--- config.mk ---
export PLATFORM = sky130hd
export DESIGN_NAME = mips_write_buffer
export DESIGN_NICKNAME = d
export VERILOG_FILES = /design/src/rtl/mips_write_buffer.sv
export SDC_FILE = /design/constraint.sdc
export NUM_CORES = 1
export LEC_CHECK = 0
export CELL_PAD_IN_SITES_DETAIL_PLACEMENT = 0
export CELL_PAD_IN_SITES_GLOBAL_PLACEMENT = 2
export CORE_ASPECT_RATIO = 1.4
export CORE_MARGIN = 5
export CORE_UTILIZATION = 39
export DETAILED_ROUTE_END_ITERATION = 8
export GPL_TIMING_DRIVEN = 1
export PLACE_DENSITY = 0.9
export SYNTH_ARGS = -nofsm -noshare
export SYNTH_HDL_FRONTEND = slang
export SYNTH_SLANG_ARGS = --single-unit
--- constraint.sdc ---
create_clock -name clk -period 4 [get_ports clk]
set_clock_uncertainty 0.05 [all_clocks]
set_input_delay 0.8 -clock clk [delete_from_list [all_inputs] [get_ports clk]]
set_output_delay 0.8 -clock clk [all_outputs]
set_load 0.01 [all_outputs]
--- src/rtl/mips_write_buffer.sv ---
// mips_write_buffer: posted-write buffer between a MIPS core and an Avalon-MM master port.
// Latency: a write enqueued on edge N is driven on the bus from edge N+1; a zero-wait read stalls the core 2 cycles.
// Backpressure: cpu_stall holds the core while the buffer is full or while a read is outstanding.
//
// Ports:
//   clk, reset           single clock, synchronous active-high reset
//   cpu_*                core request (address/byteenable/writedata/read/write), cpu_readdata, cpu_stall
//   address..write       registered Avalon master outputs; waitrequest/readdata from the slave
//   wb_empty             no write buffered and none in flight on the bus
module mips_write_buffer #(
  parameter int DEPTH = 4
) (
  input  logic        clk,
  input  logic        reset,
  input  logic [31:0] cpu_address,
  input  logic [3:0]  cpu_byteenable,
  input  logic [31:0] cpu_writedata,
  input  logic        cpu_read,
  input  logic        cpu_write,
  output logic [31:0] cpu_readdata,
  output logic        cpu_stall,
  output logic [31:0] address,
  output logic [3:0]  byteenable,
  output logic [31:0] writedata,
  output logic        read,
  output logic        write,
  input  logic        waitrequest,
  input  logic [31:0] readdata,
  output logic        wb_empty
);

  localparam int AW = $clog2(DEPTH);
  localparam int CW = AW + 1;

  typedef enum logic [1:0] {
    IDLE  = 2'd0,
    WRITE = 2'd1,
    READ  = 2'd2,
    RDONE = 2'd3
  } state_t;

  state_t state, state_nxt;

  // Posted-write storage; contents need no reset, only the pointers do.
  logic [31:0]   fifo_addr [DEPTH];
  logic [3:0]    fifo_be   [DEPTH];
  logic [31:0]   fifo_data [DEPTH];
  logic [AW-1:0] head, tail;
  logic [CW-1:0] count;

  logic        full, enq, pop, rd_done;
  logic [31:0] address_nxt, writedata_nxt;
  logic [3:0]  byteenable_nxt;
  logic        read_nxt, write_nxt;

  assign full = (count == CW'(DEPTH));

  // A simultaneous read+write request is serviced as a read; the write half is dropped.
  assign enq = cpu_write & ~cpu_read & ~full;

  // A read stalls until the single RDONE cycle, where cpu_readdata is already valid.
  assign cpu_stall = reset
                   | (cpu_read & (state != RDONE))
                   | (cpu_write & ~cpu_read & full);

  assign wb_empty = (count == '0) & (state != WRITE);

  // Bus FSM: next state and next values of the registered master outputs.
  always_comb begin
    state_nxt      = state;
    address_nxt    = address;
    byteenable_nxt = byteenable;
    writedata_nxt  = writedata;
    read_nxt       = read;
    write_nxt      = write;
    pop            = 1'b0;
    rd_done        = 1'b0;
    case (state)
      IDLE: begin
        // Buffered writes go first so a read never overtakes an older write.
        if (count != '0) begin
          state_nxt      = WRITE;
          address_nxt    = fifo_addr[head];
          byteenable_nxt = fifo_be[head];
          writedata_nxt  = fifo_data[head];
          write_nxt      = 1'b1;
        end else if (cpu_read) begin
          state_nxt      = READ;
          address_nxt    = cpu_address;
          byteenable_nxt = cpu_byteenable;
          read_nxt       = 1'b1;
        end
      end
      WRITE: begin
        // Head stays in the FIFO until the slave accepts it.
        if (!waitrequest) begin
          pop       = 1'b1;
          write_nxt = 1'b0;
          state_nxt = IDLE;
        end
      end
      READ: begin
        if (!waitrequest) begin
          rd_done   = 1'b1;
          read_nxt  = 1'b0;
          state_nxt = RDONE;
        end
      end
      RDONE: begin
        state_nxt = IDLE;
      end
      default: begin
        state_nxt = IDLE;
        read_nxt  = 1'b0;
        write_nxt = 1'b0;
      end
    endcase
  end

  always_ff @(posedge clk) begin
    if (reset) begin
      state        <= IDLE;
      address      <= '0;
      byteenable   <= '0;
      writedata    <= '0;
      read         <= 1'b0;
      write        <= 1'b0;
      cpu_readdata <= '0;
    end else begin
      state      <= state_nxt;
      address    <= address_nxt;
      byteenable <= byteenable_nxt;
      writedata  <= writedata_nxt;
      read       <= read_nxt;
      write      <= write_nxt;
      if (rd_done) begin
        cpu_readdata <= readdata;
      end
    end
  end

  always_ff @(posedge clk) begin
    if (enq) begin
      fifo_addr[tail] <= cpu_address;
      fifo_be[tail]   <= cpu_byteenable;
      fifo_data[tail] <= cpu_writedata;
    end
  end

  // Pointers wrap naturally because DEPTH is a power of two.
  always_ff @(posedge clk) begin
    if (reset) begin
      head  <= '0;
      tail  <= '0;
      count <= '0;
    end else begin
      if (enq) begin
        tail <= tail + 1'b1;
      end
      if (pop) begin
        head <= head + 1'b1;
      end
      case ({enq, pop})
        2'b10:   count <= count + 1'b1;
        2'b01:   count <= count - 1'b1;
        default: count <= count;
      endcase
    end
  end

endmodule

==> out/metrics.csv, run 1 <==
stage,metric,value,unit
power_and_ir_drop,PD cells,535,nW/um^2
clocking,Clock Tree Root,clkbuf_16,
routing,mean routed wirelength per cell,20.6,um
grt,largest net degree at the start of global routing,46,
clocking,Clock Sinks,385,
timing,Setup-failing EPs final,0,
setup_path,CP max stage cell,clkdlybuf4s50_1,
timing,worst-margin pin slew,1020,ps
synth,post-synthesis register bit count,385,
cells_and_area,final net count,1165,
synth,synthesized area,14300,um^2
floorplanning,Die H,237,um
synth,Post-synth EDFFs,272,
clocking,"Clk Latency, worst-skew pair",540,ps
setup_path,Required @ worst endpoint,3150,ps
cells_and_area,Area Growth Syn to Fin,27.1,%
synth,Syn Area/Cell,16.8,um^2
place,GP Congestion,0.728,
grt,initial antenna violation count,0,
clocking,"buffers from clock root to sink, at most",3,
routing,Vias/cell,5.13,
setup_path,Reg2Reg Depth,7,
clocking,clk slew on worst S/H paths,60,ps
synth,Cells after Synth,852,
clocking,CTS buffer count,38,
place,detailed placer's ending HPWL,19500,um
job,Max Cap Violations,0,
clocking,htree depth,2,
synth,sequential share of the synthesized area,73.0,%
routing,DRC,0,
cells_and_area,final core occ,49.8,%
setup_path,"most used cell, CP",clkdlybuf4s50_1,
setup_path,"Max FO, Critical Path",6,
synth,post-synth cell types,35,
setup_path,crit path DAT,2270,ps
cells_and_area,ant diodes,0,
setup_path,CP Capture Type,primary output,
power_and_ir_drop,Peak VDD IR,347,uV
floorplanning,Placeable Area,36500,um^2
timing,ratio of final minimum period to clock period,78.0,%
routing,Pre-antenna DRT Iters,4,
hold_path,Hold Crit Class,register to register,
timing,Slew Limit Fails,0,
routing,Via Count,7958,
floorplanning,# IOs,209,
timing,min cycle time layout,3120,ps
routing,post-detailed-route count of antenna-violating nets,0,
setup_path,CP max stage delay,570,ps
setup_path,cell count along the critical path,4,
floorplanning,die width,172,um
timing,Rel. slew slack,31.7,%
clocking,Post-CTS Hold Buffers,0,
grt,All-Layer GR Usage,15.5,%
timing,final hold vios,0,
cells_and_area,"commonest cells after routing, fill and taps aside","edfxtp_1 (272), clkdlybuf4s50_1 (207), nand2_1 (138)",
place,Post-Place Worst Slack,840,ps
synth,syn nets,963,
setup_path,worst path buffer plus inverter count,2,
place,port bufs,208,
cells_and_area,ratio of cells with drive above 1 in the final layout,17.8,%
timing,RSZ-0062 raised after global routing,no,
grt,first-pass GRT wire length,48700,um
setup_path,CP Cell Sequence,clkdlybuf4s50_1 -> nand2b_1 -> o21ai_0 -> clkdlybuf4s50_1,
timing,Achievable Freq,321,MHz
setup_path,CP Launch Type,primary input,
floorplanning,die footprint,40600,um^2
cells_and_area,Layout fillers,3010,
power_and_ir_drop,Lkg Pwr,5.83,nW
place,dpl cell area,16900,um^2
power_and_ir_drop,Design Power,0.00971,W
clocking,Post-CTS Setup Bufs,0,
grt,GRT overflow,0,
clocking,post-CTS sizing,0,
cells_and_area,"most common cell after layout, fill and taps aside",edfxtp_1,
synth,Synth Flop Type,edfxtp_1,
floorplanning,initial core utilization,39.2,%
grt,vias in the first global route,8412,
setup_path,worst setup path class,primary input to primary output,
routing,1st-iter DRT viols,463,
synth,Synth warnings,0,
setup_path,"CP delay by family, top",buffers and inverters,
clocking,CTS tree,done,
hold_path,hold depth,2,
timing,setup TNS,0,ps
synth,Post-synth ARST share,0,%
floorplanning,FP Rows,83,
outcome,status,"complete, no violations",
routing,Total Routed Length,32000,um
cells_and_area,Final Cell Area,18200,um^2
timing,Setup WS post-layout,881,ps
## worst paths after layout
kind | from | to | slack (ps)
min | cpu_readdata[1]$_SDFFE_PP0P_ | cpu_readdata[1]$_SDFFE_PP0P_ | 400
min reg2reg | cpu_readdata[1]$_SDFFE_PP0P_ | cpu_readdata[1]$_SDFFE_PP0P_ | 400
max reg2reg | state[0]$_SDFFE_PP0P_ | count[2]$_SDFFE_PP0P_ | 1570
max | cpu_read | cpu_stall | 880
## power by group
part	switching (W)	internal [W]	leakage [nW]
sequential	0.000171	0.00451	3.40
combinational	0.000760	0.000732	1.82
clock	0.00151	0.00204	0.611
total	0.00244	0.00727	5.83
## state kept, by name, summed over array words and instances (netlist names), named ones only
| register | flops |
|---|---|
| fifo_addr | 128 |
| fifo_data | 128 |
| address | 32 |
| cpu_readdata | 32 |
| writedata | 32 |
| fifo_be | 16 |
| byteenable | 4 |
| count | 3 |
| head | 2 |
| state | 2 |
| tail | 2 |
| read | 1 |
| write | 1 |
## synth_stat cells, types with 5 or more instances
library cell | count | share of area [%]
a21oi_1 | 78 | 2.7
a22o_1 | 32 | 2.0
a311oi_1 | 6 | 0.37
a311oi_2 | 30 | 3.2
buf_2 | 11 | 0.39
clkbuf_1 | 42 | 1.1
dfxtp_1 | 113 | 16
edfxtp_1 | 272 | 57
ha_1 | 5 | 0.44
inv_1 | 7 | 0.18
mux4_2 | 68 | 11
nand2_1 | 138 | 3.6
nor2_1 | 9 | 0.24
## cell type report
cell class	instances	area [um^2]	area share, %
Sequential cell	385	10400	57.5
Clock inverter	21	196	1.08
Tap cell	467	584	3.22
Inverter	7	26.3	0.145
Timing Repair Buffer	222	2230	12.3
Multi-Input combinational cell	400	3620	19.9
Clock buffer	49	1060	5.86
## tightest hold or removal path: stages, from the launching register on
cell and delay (ps):
dfxtp_1 310, nand2_1 50, a21oi_1 50
## routing by layer
layer	share of wire, %	global-route usage (%)	up-vias
met3	5.1	2.76	50
li1	-	-	3712
met5	0	0	-
met2	52	27.1	209
met4	3.0	5.62	0
met1	39	19.1	3987
## metrics by stage
stage	instances	hold WS, ps
2_1_floorplan	852	431
3_3_place_gp	1481	391
3_5_place_dp	1481	396
4_1_cts	1551	405
5_1_grt	1551	419
6_report	1551	401
## kinds of logic (layout without fill, tap and decap cells)
family,Yosys count,count (layout),synth area share (%)
DFF,385,385,73.0
xor gates and xnor gates,4,4,0.245
muxes,68,68,10.7
adders and majority gates,6,6,0.578
buffers and inverters,67,299,2.09
and+or+nand+nor,170,170,4.94
AOI/OAI and AO/OA,152,152,8.45
Note: power is estimated with default switching activity, not from simulation.
==> inputs of run 2 (changes only) <==
--- a/config.mk
+++ b/config.mk
@@ -9,10 +9,10 @@
 export CELL_PAD_IN_SITES_GLOBAL_PLACEMENT = 2
 export CORE_ASPECT_RATIO = 1.4
 export CORE_MARGIN = 5
-export CORE_UTILIZATION = 39
+export CORE_UTILIZATION = 35
 export DETAILED_ROUTE_END_ITERATION = 8
 export GPL_TIMING_DRIVEN = 1
-export PLACE_DENSITY = 0.9
+export PLACE_DENSITY = 0.86
 export SYNTH_ARGS = -nofsm -noshare
 export SYNTH_HDL_FRONTEND = slang
 export SYNTH_SLANG_ARGS = --single-unit
==> constraint.sdc (replaced) <==
create_clock -name clk -period 2.5 [get_ports clk]
set_clock_uncertainty 0.05 [all_clocks]
set_input_delay 0.5 -clock clk [delete_from_list [all_inputs] [get_ports clk]]
set_output_delay 0.5 -clock clk [all_outputs]
set_load 0.01 [all_outputs]
==> out/metrics.csv, run 2 (synthesis results as in run 1) <==
stage,metric,value,unit
grt,vias in the first global route,8489,
clocking,"Clk Latency, worst-skew pair",530,ps
routing,Vias/cell,4.96,
timing,worst-margin pin slew,1020,ps
grt,GRT overflow,0,
power_and_ir_drop,PD cells,842,nW/um^2
cells_and_area,final net count,1181,
place,GP Congestion,0.742,
floorplanning,FP Rows,87,
cells_and_area,Layout fillers,3480,
grt,first-pass GRT wire length,51100,um
cells_and_area,multi-input logic area,3620,um^2
timing,Achievable Freq,413,MHz
routing,DRC,0,
power_and_ir_drop,Peak VDD IR,702,uV
routing,top routing layer used,met4,
routing,wl on met1,13300,um
place,dpl cell area,17300,um^2
cells_and_area,Area Growth Syn to Fin,29.4,%
hold_path,Hold Crit Class,primary input to register,
setup_path,crit path DAT,1870,ps
clocking,Clock Sinks,385,
timing,ratio of final minimum period to clock period,96.9,%
cells_and_area,Largest regs,"fifo_addr x128, fifo_data x128",
clocking,CTS tree,done,
place,detailed placer's ending HPWL,19900,um
routing,Pre-antenna DRT Iters,4,
floorplanning,die width,181,um
setup_path,Required @ worst endpoint,1950,ps
setup_path,worst setup path class,register to primary output,
routing,post-detailed-route count of antenna-violating nets,0,
floorplanning,die footprint,45000,um^2
power_and_ir_drop,Lkg Pwr,5.95,nW
routing,Via Count,8098,
floorplanning,initial core utilization,35.4,%
floorplanning,# IOs,209,
setup_path,CP Launch Type,register,
timing,Rel. slew slack,32.1,%
cells_and_area,Final Cell Area,18500,um^2
grt,All-Layer GR Usage,14.4,%
floorplanning,Placeable Area,40400,um^2
job,Max Cap Violations,0,
clocking,CTS buffer count,38,
clocking,"buffers from clock root to sink, at most",3,
clocking,clk slew on worst S/H paths,60,ps
setup_path,CP Capture Type,primary output,
timing,final hold vios,0,
timing,Setup-failing EPs final,0,
clocking,htree depth,2,
cells_and_area,Seq. cell area,10400,um^2
routing,mean routed wirelength per cell,20.2,um
cells_and_area,"most common cell after layout, fill and taps aside",edfxtp_1,
timing,Hold Slack,245,ps
floorplanning,Die H,249,um
outcome,status,"complete, no violations",
routing,wire length on met2,17500,um
timing,RSZ-0062 raised after global routing,no,
routing,Total Routed Length,33100,um
routing,met3 routed WL,1590,um
setup_path,"Max FO, Critical Path",7,
routing,1st-iter DRT viols,461,
cells_and_area,"commonest cells after routing, fill and taps aside","edfxtp_1 (272), clkdlybuf4s50_1 (205), nand2_1 (138)",
grt,largest net degree at the start of global routing,69,
cells_and_area,ratio of cells with drive above 1 in the final layout,18.8,%
timing,Slew Limit Fails,0,
clocking,Post-CTS Setup Bufs,0,
grt,initial antenna violation count,1,
clocking,Clock Tree Root,clkbuf_16,
place,port bufs,208,
timing,min cycle time layout,2420,ps
## run 2: changes by cell type in the layout (fill, tap and decap cells not counted), sizes merged
cell	delta
buf	+16
clkinvlp	-2
dlygate4sd2	+1
clkdlybuf4s50	-2
clkbuf	-1
clkinv	+3
diode	+1
## run 2: path summary, 6_finish.rpt
path | endpoint | start | slack [ps] | depth (start not counted)
worst max register to register | count[2]$_SDFFE_PP0P_ | count[0]$_SDFFE_PP0P_ | 280 | 9
worst min register to register | cpu_readdata[1]$_SDFFE_PP0P_ | cpu_readdata[1]$_SDFFE_PP0P_ | 400 | 2
worst max-delay path | wb_empty | count[0]$_SDFFE_PP0P_ | 80 | 3
worst min-delay path | write$_SDFFE_PP0P_ | reset | 250 | 2
## run 2: area by class of cell
type	instances	area share (%)
flip-flops and latches	385	56.4
multi-input cells	400	19.6
repair buffers	238	13.6
clock buffers	47	5.60
well taps	534	3.61
clock inverters	22	1.05
inverters	7	0.142
diodes	1	0.0135
## run 2: layer usage
layer / up-vias / GRT usage (%)
met1: 4124 / 17.3
met5: - / 0
met3: 40 / 3.13
met2: 186 / 26.0
met4: 0 / 4.06
li1: 3748 / -
## run 2: critical path, cell delays in order, from the launching register on
cell and delay [ps]:
dfxtp_1 390, or3_2 490, a21oi_1 160, dlygate4sd2_1 300
## run 2: timing repair
item	CTS	global route
endpoints found under the setup margin	2	1
gates resized for setup	4	3
cloned	0	0
hold buffers	0	0
## run 2: per-stage QoR
step	worst slack, ps	setup TNS (ps)	power [W]	utilization, %	instances
global route	3.16	0	0.0163	45.8	1633
detailed placement	-105	-1890	0.0102	42.8	1564
global placement	-42.2	-360	0.0101	42.8	1564
CTS	21.5	0	0.0158	45.8	1633
finish	78.1	0	0.0156	45.8	1634
floorplan	294	0	0.00889	-	852
## run 2: where the power goes
part           leakage, nW  switching [W]  internal, W  total [W]
registers             3.40       0.000239      0.00721    0.00745
clock network        0.600        0.00238      0.00319    0.00558
logic                 1.95        0.00131      0.00124    0.00255
==> inputs of run 3 (changes only) <==
--- a/config.mk
+++ b/config.mk
@@ -9,10 +9,11 @@
 export CELL_PAD_IN_SITES_GLOBAL_PLACEMENT = 2
 export CORE_ASPECT_RATIO = 1.4
 export CORE_MARGIN = 5
-export CORE_UTILIZATION = 35
+export CORE_UTILIZATION = 39
+export CTS_CLUSTER_SIZE = 16
 export DETAILED_ROUTE_END_ITERATION = 8
 export GPL_TIMING_DRIVEN = 1
-export PLACE_DENSITY = 0.86
+export PLACE_DENSITY = 0.9
 export SYNTH_ARGS = -nofsm -noshare
 export SYNTH_HDL_FRONTEND = slang
 export SYNTH_SLANG_ARGS = --single-unit
==> constraint.sdc (replaced) <==
create_clock -name clk -period 2.75 [get_ports clk]
set_clock_uncertainty 0.05 [all_clocks]
set_input_delay 0.55 -clock clk [delete_from_list [all_inputs] [get_ports clk]]
set_output_delay 0.55 -clock clk [all_outputs]
set_load 0.01 [all_outputs]
==> out/metrics.csv, run 3 (synthesis results as in run 1) <==
stage,metric,value,unit
setup_path,worst setup path class,register to primary output,
cells_and_area,Area Growth Syn to Fin,27.8,%
clocking,"buffers from clock root to sink, at most",3,
setup_path,Reg2Reg Depth,7,
floorplanning,Die H,237,um
grt,initial antenna violation count,0,
setup_path,Worst R2R End,count[2]$_SDFFE_PP0P_,
setup_path,CP Capture Type,primary output,
cells_and_area,Layout fillers,3015,
clocking,clk slew on worst S/H paths,60,ps
setup_path,CP Launch Type,register,
cells_and_area,"commonest cells after routing, fill and taps aside","edfxtp_1 (272), clkdlybuf4s50_1 (205), nand2_1 (138)",
setup_path,cell count along the critical path,3,
floorplanning,# IOs,209,
place,port bufs,208,
cells_and_area,Largest regs,"fifo_addr x128, fifo_data x128",
setup_path,CP Cell Sequence,or3b_4 -> o21ai_0 -> dlygate4sd2_1,
floorplanning,initial core utilization,39.2,%
hold_path,Hold Crit Class,register to register,
place,GP Congestion,0.710,
timing,Achievable Freq,403,MHz
routing,mean routed wirelength per cell,20.5,um
setup_path,CP max stage delay,480,ps
grt,vias in the first global route,8545,
power_and_ir_drop,Design Power,0.0139,W
setup_path,CP max stage cell,or3b_4,
setup_path,worst reg-to-reg setup slack,390,ps
timing,Rel. slew slack,50.9,%
cells_and_area,ratio of cells with drive above 1 in the final layout,17.9,%
clocking,Post-CTS Hold Buffers,0,
cells_and_area,Seq. cell area,10400,um^2
clocking,Clock Tree Root,clkbuf_16,
power_and_ir_drop,Lkg Pwr,5.88,nW
cells_and_area,Final Cell Area,18300,um^2
job,Max Cap Violations,0,
grt,All-Layer GR Usage,15.7,%
cells_and_area,ant diodes,0,
routing,Via Count,8109,
routing,Total Routed Length,32000,um
floorplanning,die width,172,um
power_and_ir_drop,PD cells,764,nW/um^2
cells_and_area,final net count,1178,
place,dpl cell area,17100,um^2
routing,Vias/cell,5.19,
grt,largest net degree at the start of global routing,82,
setup_path,reg-to-reg startpoint,state[0]$_SDFFE_PP0P_,
timing,min cycle time layout,2480,ps
routing,1st-iter DRT viols,455,
cells_and_area,multi-input logic area,3610,um^2
timing,worst-margin pin slew,736,ps
timing,Setup-failing EPs final,0,
setup_path,Required @ worst endpoint,2150,ps
setup_path,"CP delay by family, top",simple AND/OR/NAND/NOR gates,
setup_path,"Max FO, Critical Path",7,
routing,Pre-antenna DRT Iters,6,
timing,final hold vios,0,
setup_path,Critical Path End,cpu_stall,
routing,post-detailed-route count of antenna-violating nets,0,
clocking,post-CTS sizing,4,
floorplanning,die footprint,40600,um^2
cells_and_area,"most common cell after layout, fill and taps aside",edfxtp_1,
clocking,Post-CTS Setup Bufs,0,
setup_path,crit path DAT,1880,ps
timing,setup TNS,0,ps
clocking,CTS buffer count,37,
timing,RSZ-0062 raised after global routing,no,
timing,ratio of final minimum period to clock period,90.3,%
outcome,status,"complete, no violations",
clocking,Clock Sinks,385,
setup_path,Worst Setup SP,count[0]$_SDFFE_PP0P_,
clocking,CTS tree,done,
grt,first-pass GRT wire length,49500,um
floorplanning,Placeable Area,36500,um^2
grt,GRT overflow,0,
floorplanning,FP Rows,83,
power_and_ir_drop,Peak VDD IR,430,uV
clocking,"Clk Latency, worst-skew pair",540,ps
routing,DRC,0,
setup_path,worst path buffer plus inverter count,1,
place,detailed placer's ending HPWL,19600,um
clocking,htree depth,2,
timing,Slew Limit Fails,0,
run 3: power breakdown:
group / switching (W) / leakage [nW] / total (W) / internal, W
logic: 0.00115 / 1.92 / 0.00224 / 0.00109
registers: 0.000217 / 3.40 / 0.00677 / 0.00655
clock network: 0.00211 / 0.569 / 0.00493 / 0.00282
run 3: per-stage QoR:
| step | util, % | setup slack, ps | hold WS [ps] | std cells |
|---|---|---|---|---|
| after floorplan | - | 544 | 431 | 852 |
| after global placement | 46.9 | 102 | 391 | 1495 |
| after detailed placement | 46.9 | 70.4 | 395 | 1495 |
| after CTS | 50.1 | 237 | 404 | 1563 |
| after global routing | 50.1 | 163 | 422 | 1563 |
| final | 50.1 | 268 | 402 | 1563 |
run 3: worst min-delay path by stage:
| stage | start | to | depth (start not counted) |
|---|---|---|---|
| after floorplan | cpu_readdata[0]$_SDFFE_PP0P_ | cpu_readdata[0]$_SDFFE_PP0P_ | 2 |
| after global placement | cpu_readdata[30]$_SDFFE_PP0P_ | cpu_readdata[30]$_SDFFE_PP0P_ | 2 |
| after detailed placement | cpu_readdata[24]$_SDFFE_PP0P_ | cpu_readdata[24]$_SDFFE_PP0P_ | 2 |
| after CTS | cpu_readdata[24]$_SDFFE_PP0P_ | cpu_readdata[24]$_SDFFE_PP0P_ | 2 |
| after global routing | cpu_readdata[22]$_SDFFE_PP0P_ | cpu_readdata[22]$_SDFFE_PP0P_ | 2 |
| final | cpu_readdata[24]$_SDFFE_PP0P_ | cpu_readdata[24]$_SDFFE_PP0P_ | 2 |
run 3: metal layers:
layer	global-route usage, %	up-vias	wire length (um)
met3	2.89	42	1790
met2	28.2	230	16900
li1	-	3734	-
met4	4.22	0	634
met5	0	-	0
met1	19.4	4103	12600
run 3: layout make-up:
cell class                      instances  share of cell area [%]
Clock buffer                           48                    5.35
Clock inverter                         20                    1.11
Inverter                                7                   0.144
Multi-Input combinational cell        400                    19.8
Sequential cell                       385                    57.1
Tap cell                              467                    3.20
Timing Repair Buffer                  236                    13.3
run 3: tightest hold or removal path, stage by stage (launching register included):
cell and delay [ps]:
dfxtp_1 310, nand2_1 50, a21oi_1 50
